[src/rtl/alu_issue.sv]
// Two-stage issue pipeline in front of an external combinational ALU: 8x32 register file,
// operand forwarding from EX and WB, and a single writeback port with backpressure.
module alu_issue (
  input  logic        clk,
  input  logic        reset,
  input  logic        in_valid,
  output logic        in_ready,
  input  logic [2:0]  in_op,
  input  logic [2:0]  in_rd,
  input  logic [2:0]  in_rs,
  input  logic [2:0]  in_rt,
  input  logic        in_imm_en,
  input  logic [15:0] in_imm,
  output logic [31:0] alu_A,
  output logic [31:0] alu_B,
  output logic [2:0]  alu_op,
  input  logic [31:0] alu_C,
  output logic        wb_valid,
  input  logic        wb_ready,
  output logic [2:0]  wb_rd,
  output logic [31:0] wb_data,
  input  logic [2:0]  dbg_addr,
  output logic [31:0] dbg_data
);

  logic        ex_valid_q;
  logic [2:0]  ex_rd_q;
  logic [31:0] alu_a_q, alu_b_q;
  logic [2:0]  alu_op_q;
  logic        wb_valid_q;
  logic [2:0]  wb_rd_q;
  logic [31:0] wb_data_q;
  logic [31:0] rf_q [8];

  logic        advance;
  logic        accept;
  logic        rf_we;
  logic [31:0] ex_res;
  logic [31:0] opa_d, opb_d, rt_val;

  assign advance  = !wb_valid_q || wb_ready;
  assign in_ready = advance;
  assign accept   = in_valid && advance;
  assign rf_we    = wb_valid_q && wb_ready && (wb_rd_q != 3'd0);

  // Opcodes 110/111 are undefined for the ALU; force a zero result.
  assign ex_res = (alu_op_q[2] && alu_op_q[1]) ? 32'h0 : alu_C;

  always_comb begin
    opa_d = rf_q[in_rs];
    if (in_rs == 3'd0) begin
      opa_d = 32'h0;
    end else if (ex_valid_q && (ex_rd_q == in_rs)) begin
      opa_d = ex_res;
    end else if (wb_valid_q && (wb_rd_q == in_rs)) begin
      opa_d = wb_data_q;
    end
  end

  always_comb begin
    rt_val = rf_q[in_rt];
    if (in_rt == 3'd0) begin
      rt_val = 32'h0;
    end else if (ex_valid_q && (ex_rd_q == in_rt)) begin
      rt_val = ex_res;
    end else if (wb_valid_q && (wb_rd_q == in_rt)) begin
      rt_val = wb_data_q;
    end
    opb_d = in_imm_en ? {{16{in_imm[15]}}, in_imm} : rt_val;
  end

  always_ff @(posedge clk or posedge reset) begin
    if (reset) begin
      ex_valid_q <= 1'b0;
      ex_rd_q    <= 3'd0;
      alu_a_q    <= 32'h0;
      alu_b_q    <= 32'h0;
      alu_op_q   <= 3'd0;
      wb_valid_q <= 1'b0;
      wb_rd_q    <= 3'd0;
      wb_data_q  <= 32'h0;
    end else if (advance) begin
      wb_valid_q <= ex_valid_q;
      wb_rd_q    <= ex_rd_q;
      wb_data_q  <= ex_res;
      ex_valid_q <= accept;
      if (accept) begin
        ex_rd_q  <= in_rd;
        alu_a_q  <= opa_d;
        alu_b_q  <= opb_d;
        alu_op_q <= in_op;
      end
    end
  end

  // reg[0] is never written, so it stays at its reset value of zero.
  always_ff @(posedge clk or posedge reset) begin
    if (reset) begin
      for (int i = 0; i < 8; i++) begin
        rf_q[i] <= 32'h0;
      end
    end else if (rf_we) begin
      rf_q[wb_rd_q] <= wb_data_q;
    end
  end

  assign alu_A    = alu_a_q;
  assign alu_B    = alu_b_q;
  assign alu_op   = alu_op_q;
  assign wb_valid = wb_valid_q;
  assign wb_rd    = wb_rd_q;
  assign wb_data  = wb_data_q;
  assign dbg_data = rf_q[dbg_addr];

endmodule
[config.mk]
export PLATFORM = sky130hd
export DESIGN_NAME = alu_issue
export DESIGN_NICKNAME = d
export VERILOG_FILES = /design/src/rtl/alu_issue.sv
export SDC_FILE = /design/constraint.sdc
export NUM_CORES = 1
export LEC_CHECK = 0
export ABC_CLOCK_PERIOD_IN_PS = 14390
export CORE_ASPECT_RATIO = 1.25
export CORE_MARGIN = 4
export CORE_UTILIZATION = 40
export CTS_BUF_LIST = sky130_fd_sc_hd__clkbuf_16
export DETAILED_ROUTE_END_ITERATION = 16
export PLACE_DENSITY_LB_ADDON = 0.1
export SLEW_MARGIN = 40
export SYNTH_ARGS = -nofsm -noshare
export SYNTH_HDL_FRONTEND = slang
export SYNTH_SLANG_ARGS = --single-unit
[constraint.sdc]
create_clock -name clk -period 14.39 [get_ports clk]
set_input_delay 1.439 -clock clk [delete_from_list [all_inputs] [get_ports clk]]
set_output_delay 1.439 -clock clk [all_outputs]
set_load 0.01 [all_outputs]
==> results of run 1 <==
## registers in the layout, summed over array words and instances, names as in the netlist
name,flops
wb_rd,3
wb_data,32
alu_B,32
ex_valid_q,1
alu_op,3
ex_rd_q,3
rf_q,256
alu_A,32
wb_valid,1
## where the power goes
group          switching [mW]  internal, mW
Combinational           0.582         0.962
Sequential              0.425          1.42
Clock                   0.431         0.590
## cells in the final DEF, fill, tap and decap left out, drive strengths merged
| cell type | netlist | final |
|---|---|---|
| dfrtp | 363 | 363 |
| mux2 | 256 | 256 |
| clkdlybuf4s50 | 0 | 194 |
| mux4 | 179 | 179 |
| nand2 | 162 | 162 |
| o21ai | 100 | 100 |
| mux2i | 77 | 77 |
| clkbuf | 109 | 43 |
| buf | 92 | 42 |
| a32oi | 32 | 32 |
| a21oi | 31 | 31 |
| nand3 | 29 | 29 |
| nor3 | 18 | 18 |
| o22ai | 17 | 17 |
| and2 | 16 | 16 |
| clkinv | 0 | 15 |
| a22oi | 13 | 13 |
| o211ai | 13 | 13 |
| a221o | 13 | 13 |
| inv | 2 | 13 |
| xnor2 | 12 | 12 |
| nor2 | 12 | 12 |
| nand2b | 3 | 3 |
| a21boi | 3 | 3 |
| bufinv | 0 | 3 |
| nand4 | 3 | 3 |
| nor2b | 2 | 2 |
| o22a | 2 | 2 |
| o31ai | 2 | 2 |
| or3 | 2 | 2 |
| and4 | 2 | 2 |
| nand3b | 1 | 1 |
| a211oi | 1 | 1 |
## final timing paths
path | from | to | slack, ns
max in group asynchronous | reset | rf_q[238] | 11.18
setup reg to reg | wb_valid | alu_A[27] | 10.80
hold reg to reg | rf_q[254] | rf_q[254] | 0.42
hold / removal | rf_q[254] | rf_q[254] | 0.42
setup / recovery | dbg_addr[0] | dbg_data[25] | 9.01
min in group asynchronous | reset | rf_q[91] | 1.43
## layout make-up
type | count | area (um2)
Clock inverter | 29 | 200
Clock buffer | 43 | 1080
Sequential cell | 363 | 9080
Multi-Input combinational cell | 1001 | 10500
Inverter | 2 | 20.0
Fill cell | 4459 | 26400
Timing Repair Buffer | 236 | 2330
Tap cell | 658 | 823
## logic make-up after synthesis
| family | count (synthesis) | share of synthesized area [%] |
|---|---|---|
| buffers and inverters | 203 | 4.57 |
| AOI/OAI and AO/OA | 227 | 7.31 |
| and+or+nand+nor | 250 | 5.43 |
| DFF | 363 | 44.5 |
| xor gates and xnor gates | 12 | 0.515 |
| muxes | 512 | 37.7 |
## routing by layer
metal	track usage [%]	routed length [um]	up-vias
li1	-	-	6057
met1	32.3	27600	7679
met3	3.85	3620	93
met5	0	0	-
met2	40.7	33200	488
met4	5.78	1430	0
## cell usage after synthesis (2+ instances only)
cell type / n / area [um2]
sky130_fd_sc_hd__a21oi_1: 31 / 155
sky130_fd_sc_hd__dfrtp_1: 363 / 9080
sky130_fd_sc_hd__a32oi_1: 32 / 280
sky130_fd_sc_hd__nor2b_1: 2 / 12.5
sky130_fd_sc_hd__buf_2: 70 / 350
sky130_fd_sc_hd__and2_1: 7 / 43.8
sky130_fd_sc_hd__a22oi_1: 13 / 97.6
sky130_fd_sc_hd__o22ai_2: 10 / 125
sky130_fd_sc_hd__or3_1: 2 / 12.5
sky130_fd_sc_hd__o22a_1: 2 / 17.5
sky130_fd_sc_hd__xnor2_1: 12 / 105
sky130_fd_sc_hd__nor2_1: 11 / 41.3
sky130_fd_sc_hd__o31ai_1: 2 / 15.0
sky130_fd_sc_hd__mux2_1: 7 / 78.8
sky130_fd_sc_hd__a221o_1: 13 / 130
sky130_fd_sc_hd__nor3_1: 16 / 80.1
sky130_fd_sc_hd__mux2_2: 249 / 2800
sky130_fd_sc_hd__clkbuf_1: 108 / 405
sky130_fd_sc_hd__nand2_1: 162 / 608
sky130_fd_sc_hd__nand4_1: 2 / 12.5
sky130_fd_sc_hd__and2_0: 9 / 56.3
sky130_fd_sc_hd__buf_4: 12 / 90.1
sky130_fd_sc_hd__o22ai_1: 7 / 43.8
sky130_fd_sc_hd__nand3_1: 29 / 145
sky130_fd_sc_hd__o211ai_1: 13 / 97.6
sky130_fd_sc_hd__o21ai_0: 100 / 500
sky130_fd_sc_hd__mux4_2: 179 / 4030
sky130_fd_sc_hd__a21boi_0: 3 / 22.5
sky130_fd_sc_hd__nand2b_1: 3 / 18.8
sky130_fd_sc_hd__buf_1: 5 / 18.8
sky130_fd_sc_hd__buf_6: 5 / 56.3
sky130_fd_sc_hd__mux2i_1: 77 / 771
## per-stage QoR
stage	worst slack (ns)	hold slack, ns	power [mW]	utilization [%]
floorplan	2.88	0.458	2.76	-
global placement	8.75	0.401	3.37	44.8
detailed placement	8.95	0.403	3.40	45.1
CTS	8.95	0.416	4.44	47.6
global route	8.85	0.433	4.65	47.6
finish	9.01	0.418	4.41	47.6
## worst max-delay path, stage by stage
cell and delay [ns]:
sky130_fd_sc_hd__buf_4 0.44, sky130_fd_sc_hd__buf_6 0.60, sky130_fd_sc_hd__mux4_2 0.59, sky130_fd_sc_hd__mux2_2 0.31, sky130_fd_sc_hd__clkdlybuf4s50_1 0.50
==> flow_metrics.py, run 1 <==
metrics = {
    "status": {
        "status": "finished clean",
    },
    "pwr": {
        "power-per-cell-area_nw_per_um2": 183,
        "vdd_ir_drop_max_mv": 0.0753,
        "power.static_leakage_nw": 10.1,
    },
    "sta": {
        "max_freq_mhz": 186,
        "totalNegativeSetupSlack_ns": 0,
        "setup_viol_count_final": 0,
        "timing.clock.skew_ns": 0.0118,
        "post-route-min-period_ns": 5.38,
        "rsz0062_at_grt": "no",
        "period_share_pct": 37.4,
        "slew_headroom_pct": 44.1,
        "finalHoldViolCount": 0,
        "slew_viol_final": 0,
        "worst-slew-pin-transition_ns": 0.838,
    },
    "global_route": {
        "aggregate_global_route_resource_usage_pct": 23.9,
        "grt_pass1_wl_mm": 99.5,
        "grt_antenna_before_repair": 0,
        "grt_start_max_net_pins": 117,
        "grt_pass1_vias": 15200,
        "gr-total-overflow": 0,
    },
    "yosys": {
        "ys.warnings.count": 0,
        "syn_area_um2": 20400,
        "synth.avg_cell_area_um2": 13.0,
        "synth-seq-cells": 363,
        "synthFlopType": "sky130_fd_sc_hd__dfrtp_1",
        "synth-edff-count": 0,
        "synthesis.nets": 1635,
        "synth_cell_type_count": 43,
        "seq_area_frac_synth_pct": 44.5,
        "syn_inst": 1567,
        "async_flop_share_pct": 100,
    },
    "clock_tree": {
        "cts_made_buffers": 41,
        "clock_latency_at_the_later_pin_of_the_worst_skew_pair_ns": 0.55,
        "h-tree-depth": 2,
        "post_cts_hold_buffer_count": 0,
        "clock_tree_from_tritoncts": "done",
        "clock_tree.buffer_depth": 3,
        "clock_pin_slew_on_the_worst_setup_and_hold_paths_ns": 0.05,
        "cts-resized-gates": 0,
        "post_cts_repair_timing_setup_buffer_count": 0,
        "clock_root_buffer": "sky130_fd_sc_hd__clkbuf_16",
        "cts_sinks": 363,
    },
    "finish": {
        "antennaDiodeCount": 0,
        "postLayoutCellArea_um2": 24000,
        "post_route_cells_drive_above_1_share_pct": 33.2,
        "nNetsFinal": 1713,
        "area_growth_syn_to_fin_pct": 17.7,
        "finish.cell_count_without_fillers": 2332,
    },
    "setup_path": {
        "critical_path.startpoint_type": "primary input",
        "critPathMaxFanout": 40,
        "cp_data_required_time_ns": 12.95,
        "cp.arrival_ns": 3.94,
        "path_class": "in2out",
        "critPathCaptureType": "primary output",
        "r2r.worst_path.cells": 9,
    },
    "floorplanning": {
        "initial_utilization_pct": 40.5,
        "io-pin-count": 204,
        "die_x_um": 210,
        "dieArea_um2": 54700,
        "coreArea_um2": 50400,
        "fp-row-count": 92,
        "dieHeight_um": 261,
    },
    "routing": {
        "wire_per_inst_um": 28.2,
        "drtIter0Drc": 1163,
        "route.detailed.vias_per_inst": 6.14,
        "drt-total-wl_mm": 65.9,
        "antenna_violating_nets_remaining": 0,
        "drc": 0,
        "firstDrtPassIters": 5,
        "num_vias": 14300,
    },
    "placement": {
        "place_inst": 2259,
        "io_buffer_count": 203,
        "placement.cell_area_um2": 22700,
        "detailedPlacementHpwl_mm": 40.2,
        "gp_routability_congestion": 0.776,
    },
    "min_path": {
        "worst_hold_path.num_cells": 0,
        "holdCritPathClass": "reg2reg",
    },
    "flow_run": {
        "maxCapViolCount": 0,
    },
}
Note: power is estimated with default switching activity, not from simulation.
==> run 2, diff against run 1 <==
--- a/config.mk
+++ b/config.mk
@@ -5,7 +5,7 @@
 export SDC_FILE = /design/constraint.sdc
 export NUM_CORES = 1
 export LEC_CHECK = 0
-export ABC_CLOCK_PERIOD_IN_PS = 14390
+export ABC_CLOCK_PERIOD_IN_PS = 5400
 export CORE_ASPECT_RATIO = 1.25
 export CORE_MARGIN = 4
 export CORE_UTILIZATION = 40
==> constraint.sdc (replaced) <==
create_clock -name clk -period 5.4 [get_ports clk]
set_input_delay 0.54 -clock clk [delete_from_list [all_inputs] [get_ports clk]]
set_output_delay 0.54 -clock clk [all_outputs]
set_load 0.01 [all_outputs]
==> flow_metrics.py, run 2 (same netlist as run 1, synthesis figures left out) <==
metrics = {
    "status": {
        "status": "finished clean",
    },
    "floorplanning": {
        "initial_utilization_pct": 40.5,
        "coreArea_um2": 50400,
        "fp-row-count": 92,
        "io-pin-count": 204,
        "dieArea_um2": 54700,
        "dieHeight_um": 261,
        "die_x_um": 210,
    },
    "clock_tree": {
        "cts_sinks": 363,
        "clock_latency_at_the_later_pin_of_the_worst_skew_pair_ns": 0.55,
        "clock_tree.buffer_depth": 3,
        "post_cts_repair_timing_setup_buffer_count": 0,
        "cts_made_buffers": 40,
        "post_cts_hold_buffer_count": 0,
        "h-tree-depth": 2,
        "clock_root_buffer": "sky130_fd_sc_hd__clkbuf_16",
        "cts-resized-gates": 0,
        "clock_tree_from_tritoncts": "done",
        "clock_pin_slew_on_the_worst_setup_and_hold_paths_ns": 0.06,
    },
    "pwr": {
        "power.switching_fraction_pct": 32.9,
        "power_frac_seq_pct": 41.9,
        "power-per-cell-area_nw_per_um2": 484,
        "vdd_ir_drop_max_mv": 0.280,
        "combPwrFrac_pct": 35.5,
        "p_sw_mw": 3.84,
        "power.static_leakage_nw": 10.1,
        "total_power_mw": 11.7,
        "power_report.internal_total_mw": 7.82,
        "power.clock.fraction_pct": 22.6,
    },
    "routing": {
        "antenna_violating_nets_remaining": 0,
        "drtIter0Drc": 989,
        "drc": 0,
        "drt-total-wl_mm": 65.5,
        "num_vias": 14100,
        "route.detailed.vias_per_inst": 6.04,
        "firstDrtPassIters": 5,
        "wire_per_inst_um": 28.0,
    },
    "setup_path": {
        "timing.critical_path.cells": "buf_4 -> buf_12 -> mux4_2 -> mux2_2 -> clkdlybuf4s50_1",
        "critical_path.startpoint_type": "primary input",
        "critPathCaptureType": "primary output",
        "crit_path_top_delay_cell": "sky130_fd_sc_hd__buf_4",
        "critical_path.max_stage_delay_ns": 0.55,
        "cp_data_required_time_ns": 4.86,
        "path_class": "in2out",
        "critPathMaxFanout": 34,
        "cp.arrival_ns": 2.88,
    },
    "sta": {
        "timing.clock.skew_ns": 0.0160,
        "setup_viol_count_final": 0,
        "post-route-min-period_ns": 3.42,
        "rsz0062_at_grt": "no",
        "slew_headroom_pct": 45.9,
        "worst-slew-pin-transition_ns": 0.812,
        "setup_ws_ns": 1.98,
        "hold_ws_ns": 0.364,
        "max_freq_mhz": 292,
        "period_share_pct": 63.4,
        "slew_viol_final": 0,
        "finalHoldViolCount": 0,
    },
    "global_route": {
        "aggregate_global_route_resource_usage_pct": 23.8,
        "grt_pass1_wl_mm": 99.3,
        "grt_antenna_before_repair": 2,
        "gr-total-overflow": 0,
        "grt_pass1_vias": 15200,
        "grt_start_max_net_pins": 134,
    },
    "finish": {
        "area_growth_syn_to_fin_pct": 18.0,
        "post_route_cells_drive_above_1_share_pct": 33.6,
        "layout_common_cells": "363 x sky130_fd_sc_hd__dfrtp_1, 249 x sky130_fd_sc_hd__mux2_2, 194 x sky130_fd_sc_hd__clkdlybuf4s50_1, 179 x sky130_fd_sc_hd__mux4_2, 159 x sky130_fd_sc_hd__nand2_1",
        "postLayoutCellArea_um2": 24100,
        "finish.cell_count_without_fillers": 2339,
        "nNetsFinal": 1718,
        "largest_register_ffs": 256,
        "top_register": "rf_q",
        "final_common_cell": "sky130_fd_sc_hd__dfrtp_1",
    },
    "placement": {
        "detailedPlacementHpwl_mm": 41.5,
        "io_buffer_count": 203,
        "placement.cell_area_um2": 22800,
        "post-place-ws_ns": 1.95,
        "place_inst": 2265,
        "gp_routability_congestion": 0.797,
    },
    "min_path": {
        "holdCritPathClass": "in2async",
    },
    "flow_run": {
        "maxCapViolCount": 0,
    },
}
-- run 2: per-layer routing --
metal | global-route usage (%) | part of all wire (%)
met1 | 30.9 | 41
met2 | 41.6 | 51
met3 | 4.18 | 5.6
met4 | 6.22 | 2.2
met5 | 0 | 0
-- run 2: through the flow --
stage	utilization [%]	TNS [ns]
floorplan	-	-2.99
global placement	45.0	0
detailed placement	45.3	0
CTS	47.7	0
global route	47.8	0
finish	47.8	0
-- run 2: worst max-delay path, delay by kind of cell --
kind | cells | cell delay (ns)
mux | 2 | 0.85
buf+inv | 3 | 1.41
-- run 2: cell type report --
cell class | instances | area [um2]
Antenna cell | 1 | 2.50
Clock buffer | 41 | 1030
Clock inverter | 31 | 188
Fill cell | 4513 | 26300
Inverter | 2 | 11.3
Multi-Input combinational cell | 1001 | 10500
Sequential cell | 363 | 9080
Tap cell | 658 | 823
Timing Repair Buffer | 242 | 2470
-- run 2: power by group through the flow --
stage	combinational, mW	clock [mW]	sequential [mW]
after floorplan	2.80	0	4.55
after global placement	4.10	0	4.86
after detailed placement	4.17	0	4.89
after CTS	4.19	2.69	4.85
after global routing	4.48	2.81	5.02
final	4.14	2.63	4.88
-- run 2: path summary, 6_finish.rpt --
check | startpoint | to | slack (ns) | cells past startpoint
max | dbg_addr[0] | dbg_data[21] | 1.98 | 5
min reg2reg | rf_q[236] | rf_q[236] | 0.42 | 0
max in group asynchronous | reset | rf_q[179] | 4.03 | 5
min in group clk | rf_q[236] | rf_q[236] | 0.42 | 0
min | reset | rf_q[108] | 0.36 | 3
max reg2reg | wb_valid | alu_A[3] | 2.44 | 8
